**src/rtl/upsizing.sv**
```systemverilog
// AXI-Stream width upsizer: packs pairs of W-bit input beats into one 2W-bit output beat.
// The first beat of a pair lands in the upper half. A tlast on the first beat of a pair
// closes the packet early with a half-filled beat (keep=2'b10, lower half zero).
module upsizing #(
    parameter int unsigned W = 32
) (
    input  logic           aclk,
    input  logic           aresetn,
    input  logic [W-1:0]   in_tdata,
    input  logic           in_tvalid,
    input  logic           in_tlast,
    output logic           in_tready,
    output logic [2*W-1:0] out_tdata,
    output logic [1:0]     out_tkeep,
    output logic           out_tlast,
    output logic           out_tvalid,
    input  logic           out_tready
);

    typedef enum logic [1:0] {StIdle, StHalf, StFull} state_e;

    state_e           state_q;
    logic [W-1:0]     hold_q;
    logic [2*W-1:0]   data_q;
    logic [1:0]       keep_q;
    logic             last_q;

    logic             in_fire;
    logic             out_fire;

    assign out_tvalid = (state_q == StFull);
    assign out_tdata  = data_q;
    assign out_tkeep  = keep_q;
    assign out_tlast  = last_q;

    assign in_fire  = in_tvalid & in_tready;
    assign out_fire = out_tvalid & out_tready;

    // Input readiness: free while empty or half-full; in FULL it follows the sink so a
    // draining beat and a new input beat can transfer in the same cycle.
    always_comb begin
        in_tready = 1'b0;
        unique case (state_q)
            StIdle:  in_tready = 1'b1;
            StHalf:  in_tready = 1'b1;
            StFull:  in_tready = out_tready;
            default: in_tready = 1'b0;
        endcase
    end

    // Packing state machine with registered output beat.
    always_ff @(posedge aclk or negedge aresetn) begin
        if (!aresetn) begin
            state_q <= StIdle;
            hold_q  <= '0;
            data_q  <= '0;
            keep_q  <= 2'b00;
            last_q  <= 1'b0;
        end else begin
            unique case (state_q)
                // In FULL an input beat can only fire alongside out_fire, so it is
                // treated exactly like a first beat arriving in IDLE.
                StIdle, StFull: begin
                    if (in_fire) begin
                        if (in_tlast) begin
                            data_q  <= {in_tdata, {W{1'b0}}};
                            keep_q  <= 2'b10;
                            last_q  <= 1'b1;
                            state_q <= StFull;
                        end else begin
                            hold_q  <= in_tdata;
                            state_q <= StHalf;
                        end
                    end else if (out_fire) begin
                        state_q <= StIdle;
                    end
                end
                StHalf: begin
                    if (in_fire) begin
                        data_q  <= {hold_q, in_tdata};
                        keep_q  <= 2'b11;
                        last_q  <= in_tlast;
                        state_q <= StFull;
                    end
                end
                default: state_q <= StIdle;
            endcase
        end
    end

endmodule

```
**config.mk**
```make
export PLATFORM = sky130hd
export DESIGN_NAME = upsizing
export DESIGN_NICKNAME = d
export VERILOG_FILES = /design/src/rtl/upsizing.sv
export SDC_FILE = /design/constraint.sdc
export NUM_CORES = 1
export LEC_CHECK = 0
export CELL_PAD_IN_SITES_DETAIL_PLACEMENT = 0
export CELL_PAD_IN_SITES_GLOBAL_PLACEMENT = 1
export CORE_MARGIN = 3
export CORE_UTILIZATION = 45
export CTS_BUF_LIST = sky130_fd_sc_hd__clkbuf_4
export DETAILED_ROUTE_END_ITERATION = 12
export HOLD_SLACK_MARGIN = 0.03
export PLACE_DENSITY_LB_ADDON = 0.12
export SLEW_MARGIN = 40
export SYNTH_ARGS = -nofsm -noshare
export SYNTH_HDL_FRONTEND = slang
export SYNTH_SLANG_ARGS = --single-unit
```
**constraint.sdc**
```tcl
create_clock -name aclk -period 4.86 [get_ports aclk]
set_clock_uncertainty 0.2 [all_clocks]
set_input_delay 0.729 -clock aclk [delete_from_list [all_inputs] [get_ports aclk]]
set_output_delay 0.729 -clock aclk [all_outputs]
set_load 0.02 [all_outputs]
```
==> results.cfg <==
[detailed_routing]
initialDrtViolationCount = 84
drt-pass1-iter-count = 3
vias_per_cell = 4.81
vias = 2739
ant_nets = 0
detail_route.wl_per_cell_um = 15.5
drc = 0
wl_um = 8790

[final_layout]
fin_area_um2 = 5860
nFillCells = 868
areaGrowthSynthToFinish_pct = 28.0
fin_util_pct = 59.7
final_nets = 468
finalNonFillerCells = 569
drive_gt1_share_pct = 27.3
antenna_cells = 0

[setup_path]
required_ns = 3.93
path_cells = clkdlybuf4s50_1 > nand2b_1 > nand2_1 > clkdlybuf4s50_1
critPathKind = input pin to primary output
slowest_stage = clkdlybuf4s50_1
crit_path_end_kind = primary output
start_kind = input pin
arrival_ns = 2.03
crit_path_max_incr_delay_ns = 0.60
cp_max_fo = 3
crit_top_cell = clkdlybuf4s50_1

[power_and_ir_drop]
power.share.switching_pct = 32.6
finalPower_mw = 2.48
seqPwrFrac_pct = 46.7
switchingPower_uw = 809
p_per_area_nw_per_um2 = 423
p_leak_nw = 2.55
comb_power_share_pct = 36.8
power.internal_mw = 1.67
clkPwrFrac_pct = 16.5
peakVddDrop_mv = 0.204

[global_routing]
overflow = 0
track_usage_pct = 16.1
antenna_found_initial = 0
grt_pass1_wl_um = 14600
grt_pass1_vias = 2963
grt_max_degree = 71

[placed_design]
place_inst = 553
gp_congestion = 0.689
io_buffers = 105
hpwl_um = 5770
placed_cell_area_um2 = 5730

[yosys]
syn_nets = 366
synth_area_leaders = dfrtp_1 (55%), mux2_2 (14%), mux2_4 (12%)
synth_top_family_by_area = multiplexers
synth_compound_area_share_pct = 0.574
synth_cells = 329
postSynth.asyncResetShare_pct = 100
ys_seq_area_share_pct = 55.2
synth_edf_count = 0
synthAdderAreaFrac_pct = 0
yosys.area.top_type = dfrtp_1
synthMuxAreaShare_pct = 34.0
yosys.area_share.simple_pct = 3.94
ys_seq_elements = 101
yosysUniqueCellTypes = 21
syn_area_per_cell_um2 = 13.9
ys_warn_count = 0
synth.top_cell.area_share_pct = 55.2
synth_most_common_cell = dfrtp_1
synth-xor-area-share_pct = 0
syn-cell-area_um2 = 4580
yosys-top-cells-count = dfrtp_1 (101), mux2_2 (57), mux2_4 (36), inv_1 (34)
ys.flop_type = dfrtp_1

[die]
dieArea_um2 = 11400
core_um2 = 9820
io_pins = 106
rows = 36
die_y_um = 107
start_util_pct = 46.6
die_width_um = 107

[clock_network]
clockRootBuffer = clkbuf_4
clockBufferDepth = 2
clock_latency_ns = 0.45
holdBufCountCts = 0
htree_levels = 3
cts_buffers = 9
clk_pin_slew_worst_paths_ns = 0.18
cts_setup_buffers = 0
clock-sinks = 101
tritoncts = built
cts_resized = 0

[worst_hold_path]
hold_class = input pin to asynchronous set/reset pin

[sta]
tightest_slew_ns = 0.636
slew_headroom_pct = 57.6
fmax_ghz = 0.338
setup_viol = 0
period_needed_ns = 2.96
rsz0062_at_grt = false
fin_crit_sh_pct = 60.8
finalHoldViolations = 0
maxSlewViolCount = 0
tns_ns = 0

[flow_run]
cap_violations = 0

[run_status]
status = complete, no violations
registers in the layout (all words and copies together) (netlist names):
| name | cells |
|---|---|
| out_tdata | 64 |
| out_tkeep | 2 |
| hold_q | 32 |
| out_tlast | 1 |
| state_q | 2 |
power groups by stage:
| stage | Clock [mW] | Combinational, mW | Sequential, mW |
|---|---|---|---|
| after floorplan | 0 | 0.380 | 1.32 |
| after global placement | 0 | 0.900 | 1.17 |
| after detailed placement | 0 | 0.925 | 1.18 |
| after CTS | 0.430 | 0.929 | 1.16 |
| after global routing | 0.461 | 0.972 | 1.19 |
| final | 0.410 | 0.913 | 1.16 |
placed cells by master, fill, tap and decap left out, types with 2 or more instances in the layout:
cell / instances
mux2i_1: 33
dfrtp_1: 101
clkdlybuf4s50_1: 104
nand2_1: 33
buf_6: 2
inv_1: 34
o21ai_0: 2
mux2_2: 57
mux2_4: 36
nor2_1: 2
mux2_1: 4
clkbuf_4: 9
clkinv_4: 3
routing by layer:
layer  vias to the layer above  global-route usage, %  wire length (µm)
met5                         -                      0                 0
met4                         0                   5.75               110
met3                         9                   4.03               522
met2                        66                   25.7              4040
met1                      1372                   21.3              4120
li1                       1292                      -                 -
critical path: cells and delay by family:
family        cells  cell delay, ns
buf+inv           2            1.09
simple gates      2            0.21
kinds of logic (layout without fill, tap and decap cells):
group | after synthesis | after routing
AO/OA/AOI/OAI | 4 | 4
buffers and inverters | 52 | 159
flip-flops | 101 | 101
multiplexers | 130 | 130
AND/OR/NAND/NOR | 42 | 42
through the flow:
step	hold WS [ns]	setup slack [ns]
detailed placement	0.260	1.91
finish	0.0621	1.90
global route	0.0759	1.83
CTS	0.0493	1.90
floorplan	0.233	2.92
global placement	0.252	1.92
worst paths after layout:
kind                                    from            end  slack [ns]  depth (start not counted)
worst max-delay path              out_tready      in_tready        1.90                          4
worst min-delay path                 aresetn   out_tdata[7]        0.06                          1
worst max register to register    state_q[0]  out_tdata[63]        2.62                          5
worst min register to register  out_tkeep[1]   out_tkeep[1]        0.29                          1
max in group asynchronous            aresetn      hold_q[0]        3.50                          2
min in group aclk               out_tkeep[1]   out_tkeep[1]        0.29                          1
area by class of cell:
cell class	instances	area, µm²	area share, %
clock buffers	9	67.6	1.15
clock inverters	7	58.8	1.00
inverters	34	128	2.18
multi-input cells	176	1790	30.6
flip-flops and latches	101	2530	43.1
well taps	133	166	2.84
repair buffers	109	1120	19.1
Note: power is estimated with default switching activity, not from simulation.
